## src/rtl/trap_pkg.sv

```systemverilog
// Shared definitions for the machine-mode trap sequencer.
// Latency: n/a (constants, types and a pure helper function only).
// Backpressure: n/a.
package trap_pkg;

    localparam logic [11:0] CSR_MSTATUS = 12'h300;
    localparam logic [11:0] CSR_MIE     = 12'h304;
    localparam logic [11:0] CSR_MTVEC   = 12'h305;
    localparam logic [11:0] CSR_MEPC    = 12'h341;
    localparam logic [11:0] CSR_MCAUSE  = 12'h342;
    localparam logic [11:0] CSR_MIP     = 12'h344;

    localparam logic [3:0] CAUSE_MEI = 4'd11;
    localparam logic [3:0] CAUSE_MTI = 4'd7;

    typedef enum logic [1:0] {
        IDLE = 2'd0,
        SAVE = 2'd1,
        JUMP = 2'd2,
        RET  = 2'd3
    } trap_state_t;

    // Reserved mtvec modes (2, 3) collapse to direct mode.
    function automatic logic [1:0] mtvec_mode_warl(input logic [1:0] mode);
        return mode[1] ? 2'b00 : mode;
    endfunction

endpackage

```

## src/rtl/trap_csr_regs.sv

```systemverilog
// Trap CSR storage (mstatus MIE/MPIE, mie, mip, mtvec, mepc, mcause), WARL masking, read mux.
// Latency: writes and trap updates land on the next edge; mip lags the irq lines by one cycle; reads are combinational.
// Backpressure: none; the sequencer gates writes so they never collide with trap entry or mret.
module trap_csr_regs
    import trap_pkg::*;
#(
    parameter int               XLEN        = 32,
    parameter logic [XLEN-1:0]  MTVEC_RESET = '0
) (
    input  logic            clk,
    input  logic            rst,
    input  logic            ext_irq,
    input  logic            timer_irq,
    input  logic            wr_en,
    input  logic            rd_en,
    input  logic [11:0]     addr,
    input  logic [XLEN-1:0] wdata,
    input  logic            trap_save,
    input  logic [XLEN-1:0] save_pc,
    input  logic [3:0]      save_code,
    input  logic            trap_ret,
    output logic [XLEN-1:0] rdata,
    output logic            status_mie,
    output logic            ext_pend,
    output logic            tmr_pend,
    output logic [XLEN-1:0] mtvec,
    output logic [XLEN-1:0] mepc,
    output logic [3:0]      cause_code
);

    logic            status_mpie;
    logic            en_ext;
    logic            en_tmr;
    logic            ip_ext;
    logic            ip_tmr;
    logic [XLEN-1:0] mcause;

    assign ext_pend   = ip_ext & en_ext;
    assign tmr_pend   = ip_tmr & en_tmr;
    assign cause_code = mcause[3:0];

    // Register the interrupt lines into mip every cycle.
    always_ff @(posedge clk) begin
        if (rst) begin
            ip_ext <= 1'b0;
            ip_tmr <= 1'b0;
        end else begin
            ip_ext <= ext_irq;
            ip_tmr <= timer_irq;
        end
    end

    // Trap entry, mret and software writes; the caller guarantees at most one is active.
    always_ff @(posedge clk) begin
        if (rst) begin
            status_mie  <= 1'b0;
            status_mpie <= 1'b0;
            en_ext      <= 1'b0;
            en_tmr      <= 1'b0;
            mtvec       <= MTVEC_RESET;
            mepc        <= '0;
            mcause      <= '0;
        end else if (trap_save) begin
            mepc        <= save_pc & ~XLEN'(3);
            mcause      <= {1'b1, {(XLEN-5){1'b0}}, save_code};
            status_mpie <= status_mie;
            status_mie  <= 1'b0;
        end else if (trap_ret) begin
            status_mie  <= status_mpie;
            status_mpie <= 1'b1;
        end else if (wr_en) begin
            case (addr)
                CSR_MSTATUS: begin
                    status_mie  <= wdata[3];
                    status_mpie <= wdata[7];
                end
                CSR_MIE: begin
                    en_ext <= wdata[11];
                    en_tmr <= wdata[7];
                end
                CSR_MTVEC:  mtvec  <= {wdata[XLEN-1:2], mtvec_mode_warl(wdata[1:0])};
                CSR_MEPC:   mepc   <= wdata & ~XLEN'(3);
                CSR_MCAUSE: mcause <= wdata;
                default: ;
            endcase
        end
    end

    // Read mux: zero when not reading or for unimplemented addresses.
    always_comb begin
        rdata = '0;
        if (rd_en) begin
            case (addr)
                CSR_MSTATUS: begin
                    rdata[3] = status_mie;
                    rdata[7] = status_mpie;
                end
                CSR_MIE: begin
                    rdata[11] = en_ext;
                    rdata[7]  = en_tmr;
                end
                CSR_MIP: begin
                    rdata[11] = ip_ext;
                    rdata[7]  = ip_tmr;
                end
                CSR_MTVEC:  rdata = mtvec;
                CSR_MEPC:   rdata = mepc;
                CSR_MCAUSE: rdata = mcause;
                default:    rdata = '0;
            endcase
        end
    end

endmodule

```

## src/rtl/trap_sequencer.sv

```systemverilog
// Machine-mode interrupt/mret sequencer: takes irqs on the execute instruction, runs mret, redirects fetch.
// Latency: take cycle -> SAVE (flush+stall) -> JUMP (redirect to vector); mret -> RET redirect on the next cycle.
// Backpressure: holds the pipeline with stall during SAVE; ignores new irqs, mret and CSR writes while not IDLE.
module trap_sequencer
    import trap_pkg::*;
#(
    parameter int               XLEN        = 32,
    parameter logic [XLEN-1:0]  MTVEC_RESET = '0
) (
    input  logic            clk,
    input  logic            rst,
    input  logic            ext_irq,
    input  logic            timer_irq,
    input  logic            ex_valid,
    input  logic [XLEN-1:0] ex_pc,
    input  logic            is_mret,
    input  logic            csr_wr,
    input  logic            csr_rd,
    input  logic [11:0]     csr_addr,
    input  logic [XLEN-1:0] csr_wdata,
    output logic [XLEN-1:0] csr_rdata,
    output logic            flush,
    output logic            stall,
    output logic            redirect,
    output logic [XLEN-1:0] redirect_pc,
    output logic            trap_active
);

    trap_state_t     state;
    trap_state_t     state_nxt;
    logic            status_mie;
    logic            ext_pend;
    logic            tmr_pend;
    logic            take;
    logic            csr_we;
    logic [3:0]      take_code;
    logic [3:0]      cause_code;
    logic [XLEN-1:0] mtvec;
    logic [XLEN-1:0] mepc;
    logic [XLEN-1:0] vec_pc;

    // Interrupts win over a same-cycle mret; the trapped instruction's CSR write is dropped.
    assign take      = (state == IDLE) & status_mie & (ext_pend | tmr_pend) & ex_valid;
    assign take_code = ext_pend ? CAUSE_MEI : CAUSE_MTI;
    assign csr_we    = csr_wr & (state == IDLE) & ~take;

    // Vectored mode offsets the base by 4*cause; mcause is stable while the sequence runs.
    assign vec_pc = {mtvec[XLEN-1:2], 2'b00}
                  + ((mtvec[1:0] == 2'b01) ? XLEN'({cause_code, 2'b00}) : '0);

    trap_csr_regs #(
        .XLEN        (XLEN),
        .MTVEC_RESET (MTVEC_RESET)
    ) u_regs (
        .clk        (clk),
        .rst        (rst),
        .ext_irq    (ext_irq),
        .timer_irq  (timer_irq),
        .wr_en      (csr_we),
        .rd_en      (csr_rd),
        .addr       (csr_addr),
        .wdata      (csr_wdata),
        .trap_save  (take),
        .save_pc    (ex_pc),
        .save_code  (take_code),
        .trap_ret   (state == RET),
        .rdata      (csr_rdata),
        .status_mie (status_mie),
        .ext_pend   (ext_pend),
        .tmr_pend   (tmr_pend),
        .mtvec      (mtvec),
        .mepc       (mepc),
        .cause_code (cause_code)
    );

    // State register.
    always_ff @(posedge clk) begin
        if (rst) begin
            state <= IDLE;
        end else begin
            state <= state_nxt;
        end
    end

    // Next-state and pipeline control outputs.
    always_comb begin
        state_nxt   = state;
        flush       = 1'b0;
        stall       = 1'b0;
        redirect    = 1'b0;
        redirect_pc = '0;
        trap_active = (state != IDLE);
        case (state)
            IDLE: begin
                if (take) begin
                    state_nxt = SAVE;
                end else if (is_mret && ex_valid) begin
                    state_nxt = RET;
                end
            end
            SAVE: begin
                flush     = 1'b1;
                stall     = 1'b1;
                state_nxt = JUMP;
            end
            JUMP: begin
                flush       = 1'b1;
                redirect    = 1'b1;
                redirect_pc = vec_pc;
                state_nxt   = IDLE;
            end
            RET: begin
                flush       = 1'b1;
                redirect    = 1'b1;
                redirect_pc = mepc;
                state_nxt   = IDLE;
            end
            default: state_nxt = IDLE;
        endcase
    end

endmodule
```

## config.mk

```make
export PLATFORM = sky130hd
export DESIGN_NAME = trap_sequencer
export DESIGN_NICKNAME = d
export VERILOG_FILES = /design/src/rtl/trap_pkg.sv /design/src/rtl/trap_csr_regs.sv /design/src/rtl/trap_sequencer.sv
export SDC_FILE = /design/constraint.sdc
export NUM_CORES = 1
export LEC_CHECK = 0
export BUFFER_PORTS_ARGS = -buffer_cell sky130_fd_sc_hd__buf_2
export CAP_MARGIN = 20
export CORE_MARGIN = 3
export CORE_UTILIZATION = 45
export DETAILED_ROUTE_END_ITERATION = 10
export GPL_TIMING_DRIVEN = 1
export PLACE_DENSITY = 0.68
export SYNTH_ARGS = -nofsm -noshare
export SYNTH_HDL_FRONTEND = slang
export SYNTH_HIERARCHICAL = 1
export SYNTH_SLANG_ARGS = --single-unit
```

## constraint.sdc

```tcl
create_clock -name clk -period 3.3 [get_ports clk]
set_input_delay 0 -clock clk [delete_from_list [all_inputs] [get_ports clk]]
set_output_delay 0 -clock clk [all_outputs]
set_load 0.02 [all_outputs]
```

==> impl_metrics.csv <==
group,metric,value,unit
global_route,grt_max_degree,59,
final_layout,fin_cells,1082,
cts,clock-sinks,101,
placed_design,io_buffers,147,
cts,cts_tree,"built",
die,die-area,14900,sq um
final_layout,diodes,0,
synthesis,async_reset_ff_share,0,%
placed_design,dp.cells,1025,
synthesis,synth_cell_type_count,53,
outcome,status,"finished, final reports clean",
power,p_leak,3.25,nW
synthesis,muxShareOfSynthArea,8.58,%
hold_path,hp-class,"input pin to flip-flop",
synthesis,synthXorXnorAreaFrac,4.04,%
drt,first_pass_iters,5,
timing,finalSetupViolations,0,
worst_setup_path,reg2reg_to,"u_regs/mcause[25]",
worst_setup_path,crit_chain,"nor2b_1, and2_1, ha_1, inv_1, fa_1, nand2b_1, a21oi_1, buf_4, nand4_1, xor2_1, a21oi_1, buf_2",
drt,initialDrtViolationCount,782,
worst_setup_path,arrival,2.97,ns
cts,ctsResizeCount,0,
worst_setup_path,end_kind,"output port",
hold_path,hold_start,"ex_pc[19]",
synthesis,syn_inst,747,
cts,worstSkewPairLatency,0.35,ns
power,p_per_area,339,nW/um^2
die,ios,152,
synthesis,synth_edf_count,0,
synthesis,synth-seq-cells,101,
final_layout,area_growth,25.7,%
global_route,grt_use_met1,38.1,%
final_layout,utilization,59.2,%
synthesis,ys_warn_count,6,
final_layout,drive_gt1_share,25.2,%
timing,min_period,2.97,ns
timing,drv_slew,0,
hold_path,min_to,"u_regs/mepc[19]",
worst_setup_path,max_stage_delay,0.41,ns
timing,slew_headroom,53.6,%
worst_setup_path,rrSetupSlack,0.60,ns
global_route,grt_pass1_wl,32900,um
cts,cts-htree-levels,3,
worst_setup_path,cp_max_fo,13,
placed_design,gp_congestion,0.931,
cts,clockBufferDepth,2,
worst_setup_path,worstSetupPathType,"flip-flop to output port",
die,rows,41,
timing,finalCritPeriodShare,90.1,%
global_route,gr-usage-all-layers,28.3,%
cts,cts_buffers,9,
worst_setup_path,crit_top_cell,"a21oi_1",
final_layout,nFillCells,1149,
drt,postRouteAntennaNets,0,
power,ir_drop,0.000233,V
global_route,grt_pass1_vias,6189,
run,cap_viol_max_count,0,
final_layout,final_nets,994,
synthesis,synthAdderAreaFrac,1.15,%
synthesis,synth-main-ff-cell,"dfxtp_1",
drt,vias,6421,
synthesis,synth_top_family_by_area,"compound AO/OA/AOI/OAI gates",
hold_path,hold_depth,3,
synthesis,syn_area_per_cell,8.12,sq um
placed_design,hpwl,14600,um
cts,post_cts_buffers,0,
cts,clk_pin_slew,0.07,ns
timing,tns,0,ns
worst_setup_path,cp_slowest_cell,"fa_1",
global_route,antenna_found_initial,0,
drt,drcViolationCount,0,
die,die_y,122,um
global_route,met3_usage,4.64,%
global_route,use_met2,45.6,%
cts,hold_buffers,41,
die,die_x,122,um
timing,fmax,0.336,GHz
die,coreArea,12900,sq um
timing,hold_violations,0,
synthesis,synthSimpleGateAreaFrac,21.5,%
synthesis,synth_compound_area_share,24.8,%
worst_setup_path,r2r_cells,8,
timing,fin_skew,0.00853,ns
drt,wl,21400,um
global_route,busiest_layer,"met2",
timing,tightest_slew,0.695,ns
global_route,overflow,0,
worst_setup_path,start_kind,"flip-flop",
cts,root_buffer,"clkbuf_16",
die,initial_core_util,47.1,%
worst_setup_path,worst_ep_required_time,3.30,ns
synthesis,yosysSeqAreaShare,33.3,%
drt,post_drt_wl_per_cell,19.7,um
drt,via_per_inst,5.93,
timing,rsz0062_at_grt,"false",
worst_setup_path,r2r_start,"u_regs/en_ext",
synthesis,synth_area,6070,sq um
==> area by class of cell <==
type                       count  area (sq um)  share of cell area, %
sequential                   101          2020                   26.5
multi-input combinational    565          3670                   48.2
timing repair buffer         217          1360                   17.9
tap                          172           215                   2.82
clock buffer                  12           256                   3.36
inverter                      11          41.3                  0.541
clock inverter                 4          55.1                  0.722
==> flip-flops by register name (all words and copies together) (netlist names) <==
register / flops
u_regs/status_mpie: 1
u_regs/en_ext: 1
u_regs/mepc: 30
u_regs/mcause: 32
u_regs/en_tmr: 1
u_regs/mtvec: 31
u_regs/ip_tmr: 1
state: 2
u_regs/status_mie: 1
u_regs/ip_ext: 1
==> worst max-delay path: cells and delay by family (launching register included) <==
| family | cells | cell delay (ns) |
|---|---|---|
| adders and majority gates | 2 | 0.59 |
| DFF | 1 | 0.34 |
| buffers and inverters | 3 | 0.50 |
| and+or+nand+nor | 4 | 0.67 |
| AOI/OAI and AO/OA | 2 | 0.35 |
| xor gates and xnor gates | 1 | 0.17 |
==> synthesized netlist by cell type (3+ instances only) <==
cell type / instances / area (sq um)
o211a_1: 3 / 30.0
buf_4: 10 / 75.1
nor4bb_1: 4 / 40.0
ha_1: 4 / 50.1
dfxtp_1: 101 / 2020
inv_1: 9 / 33.8
nor3_1: 18 / 90.1
clkbuf_1: 38 / 143
o21a_1: 15 / 113
a21oi_1: 48 / 240
o32a_1: 3 / 30.0
a31oi_1: 3 / 18.8
xnor2_1: 5 / 43.8
a211oi_1: 4 / 30.0
and2_1: 13 / 81.3
o221a_2: 15 / 169
mux2i_1: 52 / 521
o21ai_0: 29 / 145
xor2_1: 23 / 201
nor2_1: 73 / 274
buf_2: 22 / 110
nand2_1: 91 / 342
a22o_1: 27 / 236
a31o_2: 16 / 140
a311oi_1: 4 / 35.0
and3_1: 12 / 75.1
a22oi_1: 32 / 240
nand3_1: 9 / 45.0
nand4_1: 14 / 87.6
and4_1: 5 / 43.8
nand2b_1: 6 / 37.5
nor2b_1: 10 / 62.6
==> worst max-delay path by stage <==
stage	startpoint	to	slack [ns]
5_1_grt	u_regs/mtvec[0]	redirect_pc[28]	0.04
3_5_place_dp	u_regs/en_ext	u_regs/mcause[25]	0.72
4_1_cts	u_regs/mtvec[0]	redirect_pc[28]	0.35
6_report	u_regs/mtvec[0]	redirect_pc[28]	0.33
3_3_place_gp	u_regs/mtvec[0]	redirect_pc[28]	0.77
2_1_floorplan	u_regs/mtvec[0]	redirect_pc[18]	0.74
==> layer usage <==
metal,up-vias,wire [um],share of wire [%]
met3,49,2060,9.6
met2,347,9860,46
met1,3022,8840,41
met5,-,0,0
met4,0,607,2.8
li1,3003,-,-
==> logic make-up (layout without fill, tap and decap cells) <==
logic type,count (synthesis),count (layout)
simple gates,267,267
compound gates,208,208
flops,101,101
buf+inv,84,244
mux,52,52
xor+xnor,28,28
fa+ha+maj,5,5
other cells,2,5
==> cell usage in the layout (no fill, tap or decap), drive strengths merged, types with 11 or more instances in the layout <==
cell type,Yosys,layout
xor2,23,23
buf,35,176
and3,12,12
and2,13,13
dlygate4sd3,0,41
nand4,14,14
nand3,11,11
clkbuf,38,12
o21ai,29,29
a22o,27,27
dfxtp,101,101
nand2,91,91
mux2i,52,52
o21a,15,15
o221a,15,15
a21oi,48,48
a22oi,32,32
nor2,73,73
a31o,16,16
nor3,18,18
==> stage by stage <==
stage	hold slack [ns]	setup WS, ns	area, sq um	total power, mW
floorplan	0.0768	0.739	6080	1.35
global placement	0.222	0.770	6910	1.45
detailed placement	0.230	0.718	6910	1.46
CTS	0.00301	0.346	7630	2.60
global route	0.0215	0.0355	7630	2.67
finish	0.00960	0.328	7630	2.59
==> power breakdown <==
group          leakage (nW)  total [mW]  internal, mW  switching (mW)
clock                 0.149        1.12         0.634           0.482
combinational          2.28       0.250         0.107           0.143
sequential            0.814        1.22          1.22         0.00242
(Power assumes the default switching activity.)
